[src/rtl/register_file_32x32_pkg.sv]
// Shared CPU definitions for the 32-entry register file: sizes and clear-sweep FSM encoding.
package register_file_32x32_pkg;

  localparam int unsigned NumRegs = 32;
  localparam int unsigned AddrW   = 5;

  typedef enum logic {
    StIdle,
    StClear
  } rf_state_e;

endpackage

[src/rtl/decoder_5_32.sv]
// 5-to-32 one-hot decoder with a global enable; all outputs low when disabled.
module decoder_5_32 (
  input  logic        en,
  input  logic [4:0]  addr,
  output logic [31:0] onehot
);

  always_comb begin
    onehot = '0;
    if (en) begin
      onehot[addr] = 1'b1;
    end
  end

endmodule

[src/rtl/register_file_32x32.sv]
// 32-entry, two-read/one-write register file with write-to-read bypass and a
// 32-cycle clear sweep that stalls writes while it runs.
module register_file_32x32
  import register_file_32x32_pkg::*;
#(
  parameter int unsigned DATA_W  = 32,
  parameter bit          ZERO_R0 = 1'b1
) (
  input  logic              clk,
  input  logic              reset,
  input  logic              wr_valid,
  output logic              wr_ready,
  input  logic [4:0]        wr_addr,
  input  logic [DATA_W-1:0] wr_data,
  input  logic [4:0]        ra_addr,
  input  logic [4:0]        rb_addr,
  output logic [DATA_W-1:0] ra_data,
  output logic [DATA_W-1:0] rb_data,
  input  logic              clr_req,
  output logic              clr_busy,
  output logic              clr_done
);

  rf_state_e            state_q, state_d;
  logic [AddrW-1:0]     idx_q, idx_d;
  logic [DATA_W-1:0]    regs_q [NumRegs];
  logic                 wr_accept;
  logic [NumRegs-1:0]   wr_dec;
  logic [NumRegs-1:0]   wr_we;
  logic [NumRegs-1:0]   clr_we;

  // Sweep FSM: clr_req wins over a same-cycle write by dropping wr_ready immediately.
  always_comb begin
    state_d  = state_q;
    idx_d    = idx_q;
    wr_ready = 1'b0;
    clr_busy = 1'b0;
    clr_done = 1'b0;
    unique case (state_q)
      StIdle: begin
        wr_ready = ~clr_req;
        if (clr_req) begin
          state_d = StClear;
          idx_d   = '0;
        end
      end
      StClear: begin
        clr_busy = 1'b1;
        idx_d    = idx_q + 1'b1;
        if (idx_q == AddrW'(NumRegs - 1)) begin
          clr_done = 1'b1;
          state_d  = StIdle;
          idx_d    = '0;
        end
      end
      default: begin
        state_d = StIdle;
        idx_d   = '0;
      end
    endcase
  end

  always_ff @(posedge clk or posedge reset) begin
    if (reset) begin
      state_q <= StIdle;
      idx_q   <= '0;
    end else begin
      state_q <= state_d;
      idx_q   <= idx_d;
    end
  end

  assign wr_accept = wr_valid & wr_ready;

  decoder_5_32 u_wr_dec (
    .en     (wr_accept),
    .addr   (wr_addr),
    .onehot (wr_dec)
  );

  always_comb begin
    wr_we = wr_dec;
    if (ZERO_R0) begin
      wr_we[0] = 1'b0;
    end
  end

  always_comb begin
    clr_we = '0;
    if (state_q == StClear) begin
      clr_we[idx_q] = 1'b1;
    end
  end

  always_ff @(posedge clk or posedge reset) begin
    if (reset) begin
      for (int unsigned i = 0; i < NumRegs; i++) begin
        regs_q[AddrW'(i)] <= '0;
      end
    end else begin
      for (int unsigned i = 0; i < NumRegs; i++) begin
        if (clr_we[AddrW'(i)]) begin
          regs_q[AddrW'(i)] <= '0;
        end else if (wr_we[AddrW'(i)]) begin
          regs_q[AddrW'(i)] <= wr_data;
        end
      end
    end
  end

  // wr_accept is never set during a sweep, so bypass is implicitly off there.
  always_comb begin
    ra_data = regs_q[ra_addr];
    if (ZERO_R0 && (ra_addr == '0)) begin
      ra_data = '0;
    end else if (wr_accept && (wr_addr == ra_addr)) begin
      ra_data = wr_data;
    end
  end

  always_comb begin
    rb_data = regs_q[rb_addr];
    if (ZERO_R0 && (rb_addr == '0)) begin
      rb_data = '0;
    end else if (wr_accept && (wr_addr == rb_addr)) begin
      rb_data = wr_data;
    end
  end

endmodule

[config.mk]
export PLATFORM = sky130hd
export DESIGN_NAME = register_file_32x32
export DESIGN_NICKNAME = d
export VERILOG_FILES = /design/src/rtl/register_file_32x32_pkg.sv /design/src/rtl/decoder_5_32.sv /design/src/rtl/register_file_32x32.sv
export SDC_FILE = /design/constraint.sdc
export NUM_CORES = 2
export LEC_CHECK = 0
export CAP_MARGIN = 25
export CORE_MARGIN = 2
export CORE_UTILIZATION = 62
export CTS_CLUSTER_SIZE = 16
export DETAILED_ROUTE_END_ITERATION = 7
export MAX_ROUTING_LAYER = met4
export PLACE_DENSITY = 0.79
export REMOVE_ABC_BUFFERS = 1
export SLEW_MARGIN = 20
export SYNTH_ARGS = -nofsm -noshare
export SYNTH_HDL_FRONTEND = slang
export SYNTH_HIERARCHICAL = 1
export SYNTH_SLANG_ARGS = --single-unit
[constraint.sdc]
create_clock -name clk -period 79.7 [get_ports clk]
set_input_delay 15.94 -clock clk [delete_from_list [all_inputs] [get_ports clk]]
set_output_delay 15.94 -clock clk [all_outputs]
set_load 0.05 [all_outputs]
==> reports/qor.txt <==
status: finished, violations left
violated checks: design-rule violations
Routed WL per cell: 33.7 µm
fin crit share: 46.3%
fin crit period: 36.89 ns
gp weighted congestion: 0.948
DR iter-0 viols: 7609
Detailed Routing Iterations Pass 1: 8
port buffer count: 117
die height: 307 µm
Post-Route WL: 203000 µm
type of the worst setup path: input port to output port
RSZ-0062 raised after global routing: no
P_leak: 26.9 nW
die area: 94500 µm²
Slew headroom: 18.1%
H-tree Lvls: 3
f_max: 27.1 MHz
worst-case clock buffer depth: 3
DP HPWL: 113000 µm
Critical Path Source Type: input port
Area Overhead vs Synth: 10.3%
Final Hold Viols: 0
Vias: 45400
worst skew pair latency: 0.73 ns
# rows: 111
pin count of the biggest net entering global routing: 170
clock root buffer: clkbuf_16
Worst Max-Slew Pin Slew: 1.20 ns
Vias/cell: 7.52
final setup violation count: 0
first-pass GRT wire length: 300000 µm
Tot GR Track Use: 44.5%
share of layout cells above drive strength 1: 18.9%
setup repair bufs after CTS: 0
chip width: 307 µm
skew final: 0.0313 ns
Hold Path Depth: 2
Antenna Nets Post-Route: 0
Mean Syn Cell Area: 11.5 µm²
initial antenna violation count: 2
post_cts resized: 0
Reg clk slew, reported paths: 0.06 ns
required time of the critical path: 63.76 ns
nature of the critical path endpoint: output port
vias in the first global route: 45500
Ys Warns: 6
crit path max fanout: 46
Total Nets Final: 4814
Worst R2R Path Depth: 6
Post-Syn Instances: 4950
critical path arrival: 20.95 ns
grt total ovfl: 0
Boundary Pins: 118
hold buffer count at cts: 0
maximum VDD drop: 0.0223 mV
DRC Markers: 1
hold crit path type: flop to flop
clk sinks: 998
final hold slack: 0.541 ns
TritonCTS Buffers: 104
area of the core: 91400 µm²
max-slew violation count: 0
Pwr Density: 21.0 nW/µm²
Mapped Area: 57100 µm²
Starting Density: 62.5%
Max Cap Viol: 0
Final TNS setup: 0 ns
TritonCTS clock tree: built
-- final timing paths --
path | start | slack, ns | to
max reg2reg | state_q$_DFF_PP0_ | 75.99 | regs_q[432]$_DFFE_PP0P_
min reg2reg | regs_q[107]$_DFFE_PP0P_ | 0.54 | regs_q[107]$_DFFE_PP0P_
max | rb_addr[1] | 42.81 | rb_data[24]
min in group asynchronous | reset | 15.82 | regs_q[284]$_DFFE_PP0P_
max in group asynchronous | reset | 61.50 | regs_q[581]$_DFFE_PP0P_
min | regs_q[107]$_DFFE_PP0P_ | 0.54 | regs_q[107]$_DFFE_PP0P_
-- worst max-delay path, cell delays in order --
cell	delay (ns)
buf_8	0.33
buf_4	0.62
buf_4	0.77
xnor2_1	0.19
nand4_1	0.15
nor3_2	0.28
buf_4	0.51
a211oi_1	0.13
nor3_1	0.90
clkdlybuf4s50_1	0.97
-- report_power, final --
group	internal, mW	leakage, nW	switching [mW]
Clock	0.330	1.91	0.218
Combinational	0.0635	11.1	0.158
Sequential	0.529	13.9	0.0209
-- registers in the layout (all words and copies together), names as in the netlist --
register  flops
idx_q         5
regs_q      992
state_q       1
-- per-layer routing --
| metal | track usage (%) | routed length (µm) | vias up |
|---|---|---|---|
| met5 | - | 0 | - |
| met4 | 27.8 | 15800 | 0 |
| met3 | 15.9 | 30000 | 1017 |
| met2 | 61.1 | 86500 | 4086 |
| met1 | 56.3 | 71000 | 22700 |
| li1 | - | - | 17600 |
-- final cells by class --
| type | instances | area, µm² |
|---|---|---|
| Antenna cell | 3 | 7.51 |
| Clock buffer | 159 | 3180 |
| Clock inverter | 38 | 671 |
| Fill cell | 6400 | 28400 |
| Inverter | 14 | 60.1 |
| Multi-Input combinational cell | 3365 | 30100 |
| Sequential cell | 998 | 25000 |
| Tap cell | 1186 | 1480 |
| Timing Repair Buffer | 275 | 2470 |
-- stage by stage --
| step | setup WS (ns) | power [mW] | util (%) | cell area (µm²) | cells |
|---|---|---|---|---|---|
| after detailed placement | 42.98 | 0.769 | 64.6 | 59000 | 5834 |
| after global placement | 43.05 | 0.763 | 64.6 | 59000 | 5832 |
| final | 42.81 | 1.32 | 68.9 | 63000 | 6038 |
| after CTS | 42.93 | 1.31 | 68.8 | 62900 | 6031 |
| after floorplan | 35.68 | 0.656 | - | 54600 | 4377 |
| after global routing | 42.85 | 1.35 | 68.9 | 63000 | 6037 |
-- placed cells by master, fill, tap and decap left out, types with 16 or more instances in the layout --
master,instances
a211oi_1,49
a21oi_1,17
a221oi_1,61
a22oi_1,31
a311o_1,16
buf_4,147
bufinv_16,17
clkbuf_1,21
clkbuf_16,107
clkbuf_8,31
clkdlybuf4s50_1,109
clkinv_2,17
dfrtp_1,998
mux2_2,83
mux2i_1,1107
mux4_2,396
nand2_1,30
nor2_1,1117
nor2_4,63
nor2b_1,18
nor3_1,66
nor4_1,46
o21ai_0,18
o22ai_1,111
Power figures use the tool's default switching activity.
